**config.mk**
```make
export PLATFORM = sky130hd
export DESIGN_NAME = mem_arbiter
export DESIGN_NICKNAME = d
export VERILOG_FILES = /design/src/rtl/mem_pkg.sv /design/src/rtl/rr_arb2.sv /design/src/rtl/mem_arbiter.sv
export SDC_FILE = /design/constraint.sdc
export NUM_CORES = 1
export LEC_CHECK = 0
export CAP_MARGIN = 20
export CORE_MARGIN = 4
export CORE_UTILIZATION = 31
export DETAILED_ROUTE_END_ITERATION = 8
export HOLD_SLACK_MARGIN = 0.08
export PLACE_DENSITY_LB_ADDON = 0.2
export SLEW_MARGIN = 20
export SYNTH_ARGS = -nofsm -noshare
export SYNTH_HDL_FRONTEND = slang
export SYNTH_SLANG_ARGS = --single-unit
```
**constraint.sdc**
```tcl
create_clock -name clk -period 2.5 [get_ports clk]
set_input_delay 0.5 -clock clk [delete_from_list [all_inputs] [get_ports clk]]
set_output_delay 0.5 -clock clk [all_outputs]
set_load 0.02 [all_outputs]
```
**src/rtl/mem_pkg.sv**
```systemverilog
// rtl/mem_pkg.sv - shared types for the backing-memory arbiter
package mem_pkg;

  typedef enum logic [1:0] {
    IDLE   = 2'd0,
    BUSY_I = 2'd1,
    BUSY_D = 2'd2
  } arb_state_t;

  typedef enum logic {
    REQ_I = 1'b0,
    REQ_D = 1'b1
  } requester_t;

  localparam int DEF_LINE_WORDS = 4;

endpackage

```
**src/rtl/rr_arb2.sv**
```systemverilog
// rtl/rr_arb2.sv - two-way round-robin picker between I-side and D-side
module rr_arb2
  import mem_pkg::*;
(
  input  logic       i_req_ic,
  input  logic       i_req_dc,
  input  requester_t i_last_grant,
  output requester_t o_grant,
  output logic       o_grant_en
);

  always_comb begin
    o_grant_en = i_req_ic | i_req_dc;
    o_grant    = REQ_I;
    // On a tie the side that was not served last wins.
    if (i_req_ic && i_req_dc) begin
      o_grant = (i_last_grant == REQ_I) ? REQ_D : REQ_I;
    end else if (i_req_dc) begin
      o_grant = REQ_D;
    end
  end

endmodule

```
**src/rtl/mem_arbiter.sv**
```systemverilog
// rtl/mem_arbiter.sv - serialises I-side and D-side line bursts onto one memory port
module mem_arbiter
  import mem_pkg::*;
#(
  parameter int ADDR_WIDTH = 32,
  parameter int DATA_WIDTH = 32,
  parameter int LINE_WORDS = DEF_LINE_WORDS
) (
  input  logic                          clk,
  input  logic                          rst_n,
  input  logic                          i_req_i,
  input  logic [ADDR_WIDTH-1:0]         i_addr_i,
  output logic                          i_rvalid_o,
  output logic                          i_done_o,
  input  logic                          d_req_i,
  input  logic                          d_we_i,
  input  logic [ADDR_WIDTH-1:0]         d_addr_i,
  input  logic [DATA_WIDTH-1:0]         d_wdata_i,
  output logic                          d_rvalid_o,
  output logic                          d_done_o,
  output logic [DATA_WIDTH-1:0]         rdata_o,
  output logic [$clog2(LINE_WORDS)-1:0] beat_o,
  output logic                          i_stall_o,
  output logic                          d_stall_o,
  output logic                          mem_valid_o,
  output logic                          mem_we_o,
  output logic [ADDR_WIDTH-1:0]         mem_addr_o,
  output logic [DATA_WIDTH-1:0]         mem_wdata_o,
  input  logic                          mem_ready_i,
  input  logic [DATA_WIDTH-1:0]         mem_rdata_i
);

  localparam int BW = $clog2(LINE_WORDS);
  localparam logic [ADDR_WIDTH-1:0] STRIDE = ADDR_WIDTH'(DATA_WIDTH / 8);

  arb_state_t             r_state, w_state_nxt;
  requester_t             r_last_grant, w_last_nxt;
  logic [BW-1:0]          r_beat, w_beat_nxt;
  logic [ADDR_WIDTH-1:0]  r_base, w_base_nxt;
  logic                   r_we, w_we_nxt;

  requester_t             w_grant;
  logic                   w_grant_en;
  logic                   w_busy_i, w_busy_d, w_busy;
  logic                   w_last_beat;
  logic [ADDR_WIDTH-1:0]  w_offset;

  rr_arb2 u_rr_arb2 (
    .i_req_ic     (i_req_i),
    .i_req_dc     (d_req_i),
    .i_last_grant (r_last_grant),
    .o_grant      (w_grant),
    .o_grant_en   (w_grant_en)
  );

  always_ff @(posedge clk or negedge rst_n) begin
    if (!rst_n) begin
      r_state      <= IDLE;
      r_last_grant <= REQ_I;
      r_beat       <= '0;
      r_base       <= '0;
      r_we         <= 1'b0;
    end else begin
      r_state      <= w_state_nxt;
      r_last_grant <= w_last_nxt;
      r_beat       <= w_beat_nxt;
      r_base       <= w_base_nxt;
      r_we         <= w_we_nxt;
    end
  end

  always_comb begin
    w_state_nxt = r_state;
    w_last_nxt  = r_last_grant;
    w_beat_nxt  = r_beat;
    w_base_nxt  = r_base;
    w_we_nxt    = r_we;
    case (r_state)
      IDLE: begin
        if (w_grant_en) begin
          w_state_nxt = (w_grant == REQ_D) ? BUSY_D : BUSY_I;
          w_last_nxt  = w_grant;
          w_beat_nxt  = '0;
          w_base_nxt  = (w_grant == REQ_D) ? d_addr_i : i_addr_i;
          w_we_nxt    = (w_grant == REQ_D) && d_we_i;
        end
      end
      BUSY_I, BUSY_D: begin
        // The counter wraps to 0 on the final beat since LINE_WORDS is a power of two.
        if (mem_ready_i) begin
          w_beat_nxt = r_beat + BW'(1);
          if (w_last_beat) w_state_nxt = IDLE;
        end
      end
      default: w_state_nxt = IDLE;
    endcase
  end

  assign w_busy_i    = (r_state == BUSY_I);
  assign w_busy_d    = (r_state == BUSY_D);
  assign w_busy      = w_busy_i | w_busy_d;
  assign w_last_beat = (r_beat == BW'(LINE_WORDS - 1));
  assign w_offset    = ADDR_WIDTH'(r_beat) * STRIDE;

  assign mem_valid_o = w_busy;
  assign mem_we_o    = w_busy_d & r_we;
  assign mem_addr_o  = w_busy ? (r_base + w_offset) : '0;
  assign mem_wdata_o = (w_busy_d && r_we) ? d_wdata_i : '0;
  assign beat_o      = r_beat;

  assign i_rvalid_o  = w_busy_i & mem_ready_i;
  assign d_rvalid_o  = w_busy_d & mem_ready_i & ~r_we;
  assign i_done_o    = w_busy_i & mem_ready_i & w_last_beat;
  assign d_done_o    = w_busy_d & mem_ready_i & w_last_beat;

  // Pass-through terms are held low while reset is asserted so every output reads 0.
  assign rdata_o     = rst_n ? mem_rdata_i : '0;
  assign i_stall_o   = rst_n & i_req_i & ~i_done_o;
  assign d_stall_o   = rst_n & d_req_i & ~d_done_o;

endmodule

```
==> results.txt, run 1 <==
Outcome = finished, violations left
Failing checks = negative setup slack
CP Capture Type = output port
Cells after synthesis = 391
Crit path DAT = 2430 ps
DR vias = 3863
Setup CP Type = register to output port
Clk sinks = 38
Row Count = 36
Critical-path cell list = ha_4 > a21oi_2 > or4_4 > buf_6 > or4_4 > a21oi_4 > buf_6
CP Launch Type = register
Routability cong. = 0.8111
WL final = 12520 um
Tot GR Track Use = 20.13%
Fmax = 341.6 MHz
Reg2reg path depth = 5
Residual DRC = 0
Via density = 4.805
Req. time, crit path = 2000 ps
Post-route ant nets = 0
RSZ-0062 raised after global routing = true
Total power = 5.208 mW
Worst r2r src = r_state[0]$_DFFE_PN0P_
CTS clk-pin slew, worst paths = 80 ps
Max Cap Viol = 0
Top Ports = 240
Post-place setup slack = -608.7 ps
Final HPWL DP = 9956 um
Die Wd = 107.9 um
R2R Setup Slk = 790 ps
Mapped cell area = 3097 um^2
Final Cycle Share = 117.1%
CTS Buf Count = 5
Routed wire length per instance = 15.57 um
Die area = 11650 um^2
Synth Register Bits = 38
Filler instances = 853
Clk root buf = clkbuf_8
Distinct cells, synth = 38
Pwr/cell area = 809.4 nW/um^2
Final setup fails = 21
Vias in the first global route = 3889
Worst-Margin Slew = 549.3 ps
CP peak stage delay = 490 ps
CP delay by family, top = simple AND/OR/NAND/NOR gates
Diode count = 0
Syn_nets = 532
Initial antenna violation count = 0
Share of layout cells above drive strength 1 = 20.57%
Worst r2r dst = r_we$_DFFE_PN0P_
Slew margin rel. = 63.38%
Syn_area_per_cell = 7.920 um^2
Port Buffers = 239
Clock skew = 8.225 ps
Starting DRT DRC Count = 143
CP Max Fanout = 6
Max Root-Sink Buffers = 2
Total number of yosys warnings = 0
Core Area = 9729 um^2
Largest net degree at the start of global routing = 54
Worst-skew pair later-pin latency = 290 ps
Minimum clock period = 2927 ps
Hold Fails Final Rpt = 0
Lkg Pwr = 3.345 nW
Hold/Removal Path Class = primary input to async pin
First-pass GRT wire length = 19060 um
CTS tree = built
Setup slack after layout = -427.5 ps
CP bufs+invs = 2
DR pass1 iterations = 4
Area grow syn2layout = 107.8%
H-tree Lvls = 2
CP max-delay cell = or4_4
Overflow after GRT = 0
Die height = 107.9 um
Maximum vdd ir drop = 0.5027 mV
Final slew viol count = 0
Initial Util = 31.83%
Fin nets = 811
Seq/Total Area, Yosys = 30.71%
[per-layer routing]
| layer | vias up | part of all wire [%] | track usage, % |
|---|---|---|---|
| met5 | - | 0 | 0 |
| met4 | 0 | 0.80 | 3.607 |
| met3 | 11 | 6.5 | 4.896 |
| met2 | 131 | 52 | 36.86 |
| met1 | 1780 | 41 | 24.07 |
| li1 | 1941 | - | - |
[flip-flops by register name, summed over array words and instances, names as in the netlist]
| register | cells |
|---|---|
| r_state | 2 |
| r_we | 1 |
| r_last_grant | 1 |
| beat_o | 2 |
| r_base | 32 |
[cells in the mapped netlist]
master / n / share of area, %
o31ai_1: 7 / 1.7
and4_1: 6 / 1.7
mux2_2: 1 / 0.36
fa_1: 1 / 0.65
and3_1: 34 / 6.9
buf_4: 1 / 0.24
a21oi_1: 18 / 2.9
clkbuf_1: 23 / 2.8
nor3_1: 4 / 0.65
nand2b_1: 1 / 0.20
nand4_1: 6 / 1.2
buf_2: 5 / 0.81
a22o_1: 2 / 0.57
a32o_1: 3 / 0.97
a31oi_1: 1 / 0.20
nand3b_1: 1 / 0.24
or4_1: 8 / 1.9
nand3_1: 10 / 1.6
a32oi_1: 1 / 0.28
inv_1: 7 / 0.85
nand2_1: 49 / 5.9
clkinv_1: 1 / 0.12
nor2b_1: 1 / 0.20
or3_1: 7 / 1.4
a21boi_0: 1 / 0.24
nor4b_1: 1 / 0.28
o22ai_1: 1 / 0.20
ha_1: 6 / 2.4
nor4_1: 3 / 0.61
and2_1: 38 / 7.7
xor2_1: 6 / 1.7
a22oi_1: 1 / 0.24
xnor2_1: 6 / 1.7
nand4_2: 1 / 0.40
mux2i_1: 33 / 11
o21ai_0: 42 / 6.8
nor2_1: 16 / 1.9
dfrtp_1: 38 / 31
[repair_timing]
action | in CTS | in global routing
endpoints found under the hold margin | 0 | 0
cloned | 1 | 0
pin swaps | 6 | 6
hold buffers | 0 | 0
gates resized for setup | 135 | 57
endpoints found under the setup margin | 64 | 64
setup buffers | 0 | 1
[layout by cell type, fill, tap and decap left out, types with 4 or more instances in the layout]
cell,instances
clkdlybuf4s50_1,168
mux2i_1,32
and2_1,38
xor2_1,6
ha_1,4
or4_4,6
buf_12,4
xnor2_1,6
nand3_1,10
o21ai_0,40
dlymetal6s2s_1,37
dlygate4sd2_1,6
or3_1,5
buf_2,5
buf_6,9
inv_1,7
and4_1,5
o31ai_1,4
nor2_1,15
a21oi_1,4
buf_4,69
nand2_1,49
a21oi_2,7
dfrtp_1,35
a21oi_4,7
and3_1,34
clkbuf_8,6
nand4_1,6
[cell families after synthesis]
| group | synth area share (%) |
|---|---|
| xor gates and xnor gates | 3.394 |
| buffers and inverters | 4.808 |
| DFF | 30.71 |
| and+or+nand+nor | 32.89 |
| AOI/OAI and AO/OA | 14.10 |
| muxes | 11.03 |
| adders and majority gates | 3.071 |
[worst max path at each step]
stage                          start              to  slack, ps  cells past startpoint
3_5_place_dp   beat_o[1]$_DFFE_PN0P_  mem_addr_o[23]       -610                      7
5_1_grt        beat_o[1]$_DFFE_PN0P_  mem_addr_o[23]       -500                      7
2_1_floorplan  beat_o[1]$_DFFE_PN0P_  mem_addr_o[31]       -130                      7
6_report       beat_o[1]$_DFFE_PN0P_  mem_addr_o[23]       -430                      7
4_1_cts        beat_o[1]$_DFFE_PN0P_  mem_addr_o[23]       -440                      7
3_3_place_gp   beat_o[1]$_DFFE_PN0P_  mem_addr_o[23]       -590                      7
[per-stage QoR]
step / util, % / setup TNS, ps / std cells / cell area (um^2) / hold WS, ps
2_1_floorplan: - / -719.0 / 391 / 3271 / 204.4
3_3_place_gp: 63.99 / -8087 / 794 / 6226 / 457.0
3_5_place_dp: 63.99 / -8450 / 794 / 6226 / 475.4
4_1_cts: 64.72 / -5658 / 803 / 6297 / 195.7
5_1_grt: 66.13 / -7015 / 804 / 6434 / 220.8
6_report: 66.13 / -5214 / 804 / 6434 / 192.6
[layout make-up]
class,instances,area [um^2],share of cell area [%]
timing repair buffer,301,2942,45.72
inverter,8,30.03,0.4667
clock inverter,1,5.005,0.07779
tap,133,166.4,2.587
sequential,38,954.7,14.84
clock buffer,7,86.33,1.342
multi-input combinational,316,2250,34.97
[power by group]
part	total, mW	switching (mW)	internal (mW)	leakage (nW)
clock	0.444	0.221	0.223	0.0482
sequential	1.16	0.252	0.913	0.463
combinational	3.60	1.92	1.68	2.83
Power figures use the tool's default switching activity.
==> run 2, diff against run 1 <==
--- a/config.mk
+++ b/config.mk
@@ -5,7 +5,7 @@
 export SDC_FILE = /design/constraint.sdc
 export NUM_CORES = 1
 export LEC_CHECK = 0
-export CAP_MARGIN = 20
+export CAP_MARGIN = 10
 export CORE_MARGIN = 4
 export CORE_UTILIZATION = 31
 export DETAILED_ROUTE_END_ITERATION = 8
@@ -14,4 +14,5 @@
 export SLEW_MARGIN = 20
 export SYNTH_ARGS = -nofsm -noshare
 export SYNTH_HDL_FRONTEND = slang
+export SYNTH_HIERARCHICAL = 1
 export SYNTH_SLANG_ARGS = --single-unit
==> results.txt, run 2 <==
Outcome = finished, violations left
Failing checks = negative setup slack
Row Count = 36
Syn_nets = 535
Maximum vdd ir drop = 0.6734 mV
M1 WL = 4822 um
Worst r2r dst = r_last_grant$_DFFE_PN0P_
Hold/Removal Path Class = register to register
Post-synth ARST share = 100.0%
Setup slack after layout = -479.8 ps
CTS tree = built
Overflow after GRT = 0
Most common cell after layout, fill and taps aside = clkdlybuf4s50_1
Port Buffers = 239
Core Area = 9729 um^2
Share of the synthesized area in the top cell type = 30.74%
Wire length on met2 = 6700 um
Finished Cell Area = 6430 um^2
Via density = 4.877
CP delay by family, top = simple AND/OR/NAND/NOR gates
Diode count = 0
Starting DRT DRC Count = 170
Most frequent cells in the layout = clkdlybuf4s50_1, buf_4, nor2_1
Post-route ant nets = 0
Power share of the clock group = 7.1%
RSZ-0062 raised after global routing = true
Total number of yosys warnings = 6
Final slew viol count = 0
Die height = 107.9 um
Routability cong. = 0.7996
Final HPWL DP = 10250 um
Seq/Total Area, Yosys = 30.74%
Cells after synthesis = 394
Top-count cell post-synth = a21oi_1
Max Root-Sink Buffers = 2
Share of layout cells above drive strength 1 = 22.87%
H-tree Lvls = 2
Distinct cells, synth = 42
Final Cycle Share = 119.2%
Lkg Pwr = 3.051 nW
Largest reg by FF count = r_base
Largest net degree at the start of global routing = 39
Die Wd = 107.9 um
Tot GR Track Use = 20.44%
Min Hold Slack = 533.5 ps
Area grow syn2layout = 107.9%
Hold Fails Final Rpt = 0
Routed met3 length = 1017 um
Post-synth top cells = a21oi_1, nor2_1, and2_1, and3_1, dfrtp_1
CP Launch Type = register
Switching part of the total = 47.19%
Ys flop type = dfrtp_1
Slew margin rel. = 66.62%
Routed wire length per instance = 15.52 um
Internal = 3.150 mW
Clk root buf = clkbuf_8
CP Max Fanout = 6
Synth area leader = dfrtp_1
R2R Setup Slk = 850 ps
Reg2reg path depth = 5
WL final = 12650 um
Util after Layout = 66.09%
Net Sw Power = 2.815 mW
CP peak stage delay = 560 ps
Initial Util = 31.79%
Total power = 5.965 mW
CP Capture Type = output port
Hold Crit Start = r_base[0]$_DFFE_PN0P_
CTS clk-pin slew, worst paths = 80 ps
Gate power share = 73.5%
Req. time, crit path = 2000 ps
Hold_buf cts = 0
Highest Signal Layer = met4
Worst r2r src = r_state[0]$_DFFE_PN0P_
Syn_area_per_cell = 7.850 um^2
Crit path DAT = 2480 ps
Worst-skew pair later-pin latency = 290 ps
Die area = 11640 um^2
Clk sinks = 38
Post-synth EDFFs = 0
Worst-Margin Slew = 500.6 ps
Mapped cell area = 3093 um^2
Seq pwr share = 19.4%
Final setup fails = 17
CTS Buf Count = 5
Vias in the first global route = 3967
Largest register FFs = 32
Hold path depth = 2
Top Ports = 240
Minimum clock period = 2980 ps
Setup TNS = -6696 ps
Max Cap Viol = 0
Setup CP Type = register to output port
Residual DRC = 0
First-pass GRT wire length = 19190 um
Fmax = 335.6 MHz
Fin nets = 823
Synth top area cells = dfrtp_1, mux2i_1, a21oi_1
Crit-path most repeated cell = or4_4
Hold EP = r_base[0]$_DFFE_PN0P_
Placed inst area = 6242 um^2
Critical-path cell list = ha_4 > fa_2 > nand4_1 > or4_4 > or4_4 > a21oi_4 > buf_6
Synth Register Bits = 38
DR pass1 iterations = 4
Initial antenna violation count = 0
DR vias = 3975
CP max-delay cell = or4_4
Pwr/cell area = 927.8 nW/um^2
Clock skew = 9.501 ps
CP bufs+invs = 1
## run 2: changes by cell type after synthesis, sizes merged, moves of 3 or more
cell	before	now
a21oi	18	50
nand2	49	20
xnor2	6	9
or4	8	11
nor2	16	47
o21ai	42	13
xor2	6	1
and3	34	38
and4	6	1
## run 2: how the worst max path moves through the flow
| stage | startpoint | end | slack, ps | cells past startpoint |
|---|---|---|---|---|
| 2_1_floorplan | beat_o[0]$_DFFE_PN0P_ | mem_addr_o[30] | -230 | 6 |
| 3_3_place_gp | beat_o[1]$_DFFE_PN0P_ | mem_addr_o[31] | -630 | 6 |
| 3_5_place_dp | r_base[3]$_DFFE_PN0P_ | mem_addr_o[31] | -650 | 6 |
| 4_1_cts | r_base[2]$_DFFE_PN0P_ | mem_addr_o[24] | -570 | 7 |
| 5_1_grt | r_base[2]$_DFFE_PN0P_ | mem_addr_o[18] | -570 | 8 |
| 6_report | r_base[2]$_DFFE_PN0P_ | mem_addr_o[24] | -480 | 7 |
## run 2: tightest hold or removal path: cells and delay by family (launching register included)
family	cells	cell delay [ps]
AND/OR/NAND/NOR	1	50
AO/OA/AOI/OAI	1	100
flip-flops	1	350
## run 2: timing repair
action                     CTS  global route
resized for setup          168            41
setup endpoints to repair   56            36
setup buffers                1             4
pin swaps                   10            13
## run 2: cell type report
class / instances / area [um^2]
inverters: 8 / 30.03
well taps: 133 / 166.4
clock buffers: 6 / 72.57
flip-flops and latches: 38 / 954.7
repair buffers: 310 / 2914
clock inverters: 1 / 7.507
fillers: 856 / 3299
multi-input cells: 319 / 2285
## run 2: cell families after synthesis
| kind of cell | share of synthesized area (%) |
|---|---|
| AO/OA/AOI/OAI | 14.04 |
| XOR/XNOR | 2.832 |
| adder cells (fa/ha/maj) | 3.074 |
| buffers and inverters | 4.895 |
| flip-flops | 30.74 |
| multiplexers | 10.72 |
| AND/OR/NAND/NOR | 33.70 |
## run 2: per-layer routing
layer | vias to the layer above | global-route usage, %
li1 | 1967 | -
met1 | 1854 | 22.88
met2 | 146 | 38.77
met3 | 8 | 5.459
met4 | 0 | 3.697
met5 | - | 0
## run 2: power groups by stage
stage / clock network, mW / registers (mW) / logic [mW]
after floorplan: 0 / 1.20 / 2.18
after global placement: 0 / 1.13 / 4.32
after detailed placement: 0 / 1.15 / 4.38
after CTS: 0.432 / 1.15 / 4.30
after global routing: 0.457 / 1.20 / 4.76
final: 0.423 / 1.16 / 4.39
## run 2: stage by stage
step,cells,setup slack [ps]
finish,815,-479.8
floorplan,394,-230.7
detailed placement,804,-652.8
CTS,812,-570.1
global placement,804,-625.0
global route,815,-571.4
